`src/rtl/entrada_modos.sv`:
```
`default_nettype none
// =============================================================================
// Module      : entrada_modos
// Description : Button front-end for the ALU mode/display path. Synchronises and
//               debounces the selector/start pushbuttons, steps the mode counter,
//               captures operands and drives the run flag / display decoder mode.
// Revision    : 1.0 - initial synchronous release
// =============================================================================
module entrada_modos #(
   parameter int n               = 4,
   parameter int DEBOUNCE_CYCLES = 500000,
   parameter int NUM_MODOS       = 10
) (
   input  logic         clk,
   input  logic         reset,
   input  logic         selector,
   input  logic         start,
   input  logic [n-1:0] A,
   input  logic [n-1:0] B,
   output logic [3:0]   modo,
   output logic [n-1:0] A_reg,
   output logic [n-1:0] B_reg,
   output logic         flag,
   output logic [1:0]   deco,
   output logic         op_valid
);

   localparam int            CW         = $clog2(DEBOUNCE_CYCLES + 1);
   localparam logic [CW-1:0] c_cnt_max  = CW'(DEBOUNCE_CYCLES - 1);
   localparam logic [3:0]    c_modo_max = 4'(NUM_MODOS - 1);

   typedef enum logic [0:0] {
      SELECT = 1'b0,
      RUN    = 1'b1
   } state_t;

   // Reset asserts immediately but is released on a clock edge.
   logic [1:0] r_rst_sync;
   logic       w_rst_n;

   always_ff @(posedge clk or negedge reset) begin
      if (!reset) r_rst_sync <= 2'b00;
      else        r_rst_sync <= {r_rst_sync[0], 1'b1};
   end

   assign w_rst_n = r_rst_sync[1];

   logic [n-1:0] r_a_s1, r_a_s2, r_b_s1, r_b_s2;

   always_ff @(posedge clk or negedge w_rst_n) begin
      if (!w_rst_n) begin
         r_a_s1 <= '0;
         r_a_s2 <= '0;
         r_b_s1 <= '0;
         r_b_s2 <= '0;
      end else begin
         r_a_s1 <= A;
         r_a_s2 <= r_a_s1;
         r_b_s1 <= B;
         r_b_s2 <= r_b_s1;
      end
   end

   // Index 0 = selector, 1 = start; w_press is a one-cycle pulse per press.
   logic [1:0] w_raw;
   logic [1:0] w_press;

   assign w_raw = {start, selector};

   for (genvar i = 0; i < 2; i++) begin : g_btn
      logic          r_s1, r_s2, r_lvl, r_lvl_d;
      logic [CW-1:0] r_cnt;

      always_ff @(posedge clk or negedge w_rst_n) begin
         if (!w_rst_n) begin
            r_s1    <= 1'b1;
            r_s2    <= 1'b1;
            r_lvl   <= 1'b1;
            r_lvl_d <= 1'b1;
            r_cnt   <= '0;
         end else begin
            r_s1    <= w_raw[i];
            r_s2    <= r_s1;
            r_lvl_d <= r_lvl;
            if (r_s2 == r_lvl) begin
               r_cnt <= '0;
            end else if (r_cnt == c_cnt_max) begin
               r_cnt <= '0;
               r_lvl <= ~r_lvl;
            end else begin
               r_cnt <= r_cnt + 1'b1;
            end
         end
      end

      assign w_press[i] = r_lvl_d & ~r_lvl;
   end

   state_t       r_state, w_state_nxt;
   logic [3:0]   r_modo, w_modo_nxt;
   logic [n-1:0] r_a, r_b, w_a_nxt, w_b_nxt;
   logic         r_ov, r_pend, w_ov_nxt, w_pend_nxt, w_new;

   always_ff @(posedge clk or negedge w_rst_n) begin
      if (!w_rst_n) begin
         r_state <= SELECT;
         r_modo  <= 4'd0;
         r_a     <= '0;
         r_b     <= '0;
         r_ov    <= 1'b0;
         r_pend  <= 1'b0;
      end else begin
         r_state <= w_state_nxt;
         r_modo  <= w_modo_nxt;
         r_a     <= w_a_nxt;
         r_b     <= w_b_nxt;
         r_ov    <= w_ov_nxt;
         r_pend  <= w_pend_nxt;
      end
   end

   always_comb begin
      w_state_nxt = r_state;
      w_modo_nxt  = r_modo;
      w_a_nxt     = r_a;
      w_b_nxt     = r_b;
      w_new       = 1'b0;

      if (w_press[0])
         w_modo_nxt = (r_modo == c_modo_max) ? 4'd0 : r_modo + 4'd1;

      if (w_press[1]) begin
         w_a_nxt     = r_a_s2;
         w_b_nxt     = r_b_s2;
         w_state_nxt = RUN;
      end

      case (r_state)
         SELECT:  w_new = w_press[1];
         RUN:     w_new = |w_press;
         default: w_new = 1'b0;
      endcase

      // A pulse landing right after another is deferred one cycle, never merged away.
      w_ov_nxt   = (w_new | r_pend) & ~r_ov;
      w_pend_nxt = (w_new | r_pend) & r_ov;
   end

   assign modo     = r_modo;
   assign A_reg    = r_a;
   assign B_reg    = r_b;
   assign flag     = (r_state == RUN);
   assign deco     = {2{flag}};
   assign op_valid = r_ov;

endmodule
`default_nettype wire

```
`config.mk`:
```
export PLATFORM = sky130hd
export DESIGN_NAME = entrada_modos
export DESIGN_NICKNAME = d
export VERILOG_FILES = /design/src/rtl/entrada_modos.sv
export SDC_FILE = /design/constraint.sdc
export NUM_CORES = 1
export LEC_CHECK = 0
export CAP_MARGIN = 20
export CORE_UTILIZATION = 45
export DETAILED_ROUTE_END_ITERATION = 10
export HOLD_SLACK_MARGIN = 0.08
export PLACE_DENSITY_LB_ADDON = 0.15
export RECOVER_POWER = 25
export SLEW_MARGIN = 20
export SYNTH_ARGS = -nofsm -noshare
export SYNTH_HDL_FRONTEND = slang
export SYNTH_SLANG_ARGS = --single-unit
export TNS_END_PERCENT = 1
```
`constraint.sdc`:
```
create_clock -name clk -period 3.38 [get_ports clk]
set_input_delay 0.676 -clock clk [delete_from_list [all_inputs] [get_ports clk]]
set_output_delay 0.676 -clock clk [all_outputs]
set_load 0.03 [all_outputs]
```
==> out/results.txt <==
Run status -> finished, violations left
Failing checks -> max-capacitance violations, max-slew violations
Ant diodes -> 0
Critical Path Sink -> g_btn[1].r_cnt[6]
P_sw -> 363 uW
Initial antenna violation count -> 0
Die Y -> 86.7 um
Hold buffer count at CTS -> 0
CTS root buf -> clkbuf_8
DP HPWL -> 3690 um
Fin crit share -> 67.1%
# IOs -> 28
Row cnt -> 30
Initial DRC count -> 78
Logic pwr share -> 1.9%
Die area -> 7520 um^2
Vias in the first global route -> 2140
Non-filler cells, final -> 410
Largest net degree at the start of global routing -> 78
Max stage delay on crit path -> 0.83 ns
Drt drc -> 0
Fin crit period -> 2.27 ns
Clk Latency, worst-skew pair -> 0.34 ns
Worst setup EP type -> flop
CP max-delay cell -> o41ai_2
Worst setup SP type -> flop
Post_cts resized -> 0
Worst reg2reg endpoint -> g_btn[1].r_cnt[6]
VDD IR max -> 0.288 mV
First-pass GRT wire length -> 9740 um
Sequential area share after synthesis -> 61.5%
Core ar. -> 6870 um^2
Setup slack, reg-to-reg -> 1.11 ns
Vias -> 2080
Longest Clk Path Bufs -> 2
Die X -> 86.7 um
Fmax -> 441 MHz
Yosys reg bits -> 79
Critical Path RT -> 3.61 ns
Measured slew at the worst slew-check pin -> 1.58 ns
Reg power frac -> 57.4%
GP Congestion -> 0.803
Mapped Area -> 3230 um^2
CTS tree -> yes
Post-CTS setup buffers -> 0
Post-synth net total -> 292
Power Density -> 457 nW/um^2
CTS Sinks -> 79
Final Hold Fails -> 0
Critical path class -> flop to flop
Nets -> 323
Synthesized area per cell -> 11.6 um^2
YS warnings -> 0
CP cell instances -> ha_1 > nand4_1 > o41ai_2 > buf_4 > nor2_1
Fill cells -> 604
H-tree depth -> 3
Share of layout cells above drive strength 1 -> 12.7%
CP startpoint -> g_btn[1].r_cnt[0]
Total track usage -> 17.1%
Pre-CTS WS -> 1.13 ns
Initial core utilization -> 47.0%
Clock-pin transition on the worst setup and hold timing paths -> 0.07 ns
Initial DRT Pass Iterations -> 4
Placed Cells incl. Taps -> 394
Slew Viols, Final -> 78
Worst hold-check path type -> flop to flop
Gr ovfl total -> 0
Unrepaired setup endpoints after global routing -> no
Switching share of power -> 21.0%
DRT Wirelength -> 5490 um
Post-Synthesis Cells -> 278
Worst Clk Skew -> 0.0110 ns
Setup_tns -> 0 ns
Netlist cell types -> 39
Biggest register -> g_btn.r_cnt
Arrival @ worst endpoint -> 2.50 ns
Setup violators final -> 0
Number of buffer cells added on primary ports -> 27
Crit-path max FO -> 10
Vias per cell -> 5.07
Slew headroom -> -5.53%
Routed WL per cell -> 13.4 um
Area Overhead vs Synth -> 17.3%
Critical R2R Launch -> g_btn[1].r_cnt[0]
Number of buffers created by CTS -> 9
MaxCap Viol Count -> 1
Max reg flops -> 38
Antenna viol nets, final -> 0
Worst Setup Slack, final -> 1.11 ns
Design Power -> 1.73 mW
Internal Power -> 1.37 mW
Leak -> 1.55 nW
Clock power frac -> 40.7%
Reg2Reg Depth -> 5
[per-layer routing]
metal | GRT usage, % | up-vias | wire, um
li1 | - | 1018 | -
met1 | 22.4 | 1024 | 2570
met2 | 26.3 | 31 | 2670
met3 | 5.43 | 7 | 175
met4 | 7.12 | 0 | 73
met5 | 0 | - | 0
[placed cells by master (no fill, tap or decap), types with 2 or more instances in the layout]
| master | synthesis | routed |
|---|---|---|
| dfstp_1 | 0 | 3 |
| dfrtp_1 | 71 | 70 |
| clkbuf_1 | 4 | 3 |
| nand3b_1 | 2 | 2 |
| dfstp_2 | 8 | 5 |
| clkdlybuf4s50_1 | 0 | 16 |
| and2_1 | 3 | 2 |
| nand2_1 | 10 | 10 |
| mux2_2 | 10 | 10 |
| o21ai_0 | 6 | 6 |
| or3_1 | 3 | 3 |
| or4_1 | 2 | 2 |
| clkbuf_8 | 0 | 11 |
| o31ai_1 | 2 | 2 |
| xnor2_1 | 25 | 25 |
| or3_2 | 2 | 2 |
| and4_1 | 2 | 2 |
| dlygate4sd3_1 | 0 | 11 |
| nor4_1 | 10 | 10 |
| nor3_1 | 9 | 9 |
| ha_1 | 2 | 2 |
| nand4_1 | 9 | 9 |
| nor2b_1 | 5 | 5 |
| xor2_1 | 6 | 6 |
| nand3_1 | 16 | 16 |
| inv_1 | 8 | 8 |
| or2_2 | 3 | 3 |
| a21oi_1 | 7 | 7 |
| nor2_1 | 37 | 37 |
[through the flow]
step	utilization, %	area, um^2	hold WS, ns
2_1_floorplan	-	3230	0.331
3_3_place_gp	52.3	3590	0.332
3_5_place_dp	52.3	3590	0.336
4_1_cts	55.2	3790	0.354
5_1_grt	55.2	3790	0.361
6_report	55.2	3790	0.353
[cell families (layout without fill, tap and decap cells)]
logic type | after synthesis | count (layout) | synth area share, %
AND/OR/NAND/NOR | 119 | 119 | 19.5
other | 1 | 1 | 0.116
AO/OA/AOI/OAI | 20 | 20 | 4.03
XOR/XNOR | 31 | 31 | 8.40
adder cells (fa/ha/maj) | 2 | 2 | 0.774
flip-flops | 79 | 79 | 61.5
buffers and inverters | 16 | 52 | 2.25
multiplexers | 10 | 10 | 3.48
[cells in the mapped netlist]
cell | n | area (um^2)
nor4_1 | 10 | 62.6
o31ai_1 | 2 | 15.0
buf_2 | 1 | 5.00
or2_2 | 3 | 18.8
o41ai_2 | 1 | 16.3
mux2_2 | 10 | 113
nor3_1 | 9 | 45.0
or4b_2 | 1 | 10.0
nand4_1 | 9 | 56.3
nor4b_1 | 1 | 8.76
o41ai_1 | 1 | 8.76
nor2b_1 | 5 | 31.3
nand3_1 | 16 | 80.1
buf_4 | 3 | 22.5
xnor2_1 | 25 | 219
clkbuf_1 | 4 | 15.0
or4_1 | 2 | 15.0
conb_1 | 1 | 3.75
nand4_2 | 1 | 12.5
a21bo_2 | 1 | 10.0
a21o_1 | 1 | 7.51
nand2_1 | 10 | 37.5
or3_1 | 3 | 18.8
ha_1 | 2 | 25.0
and4_1 | 2 | 17.5
or3_2 | 2 | 15.0
and2_1 | 3 | 18.8
dfstp_2 | 8 | 210
or4_4 | 1 | 11.3
nand4b_1 | 1 | 8.76
a21oi_1 | 7 | 35.0
nand3b_1 | 2 | 15.0
dfrtp_1 | 71 | 1780
inv_1 | 8 | 30.0
nor2_1 | 37 | 139
a211oi_1 | 1 | 7.51
nor3b_1 | 1 | 7.51
o21ai_0 | 6 | 30.0
xor2_1 | 6 | 52.6
[area by class of cell]
class                      instances  area [um^2]  area share, %
inverter                           8         30.0          0.792
timing repair buffer              28          278           7.33
multi-input combinational        183         1170           30.9
tap                               96          120           3.17
clock buffer                      14          163           4.29
clock inverter                     2         38.8           1.02
sequential                        79         1990           52.5
[power groups by stage]
| stage | sequential [mW] | clock, mW | combinational (mW) |
|---|---|---|---|
| finish | 0.994 | 0.705 | 0.0324 |
| global route | 1.00 | 0.779 | 0.0373 |
| CTS | 0.996 | 0.731 | 0.0351 |
| detailed placement | 1.01 | 0 | 0.0348 |
| global placement | 1.01 | 0 | 0.0350 |
| floorplan | 1.00 | 0 | 0.0200 |
[worst max-delay path: cells and delay by family, from the launching register on]
family | cells | cell delay (ns)
DFF | 1 | 0.39
and+or+nand+nor | 2 | 0.41
AOI/OAI and AO/OA | 1 | 0.83
adders and majority gates | 1 | 0.22
buffers and inverters | 1 | 0.30
[worst min-delay path by stage]
stage	start	end	depth (start not counted)	slack, ns
after global routing	r_a_s1[2]	r_a_s2[2]	0	0.36
after detailed placement	r_a_s1[3]	r_a_s2[3]	0	0.34
final	r_b_s1[2]	r_b_s2[2]	0	0.35
after floorplan	r_a_s1[0]	r_a_s2[0]	0	0.33
after global placement	r_a_s1[2]	r_a_s2[2]	0	0.33
after CTS	r_b_s1[2]	r_b_s2[2]	0	0.35
Power figures use the tool's default switching activity.
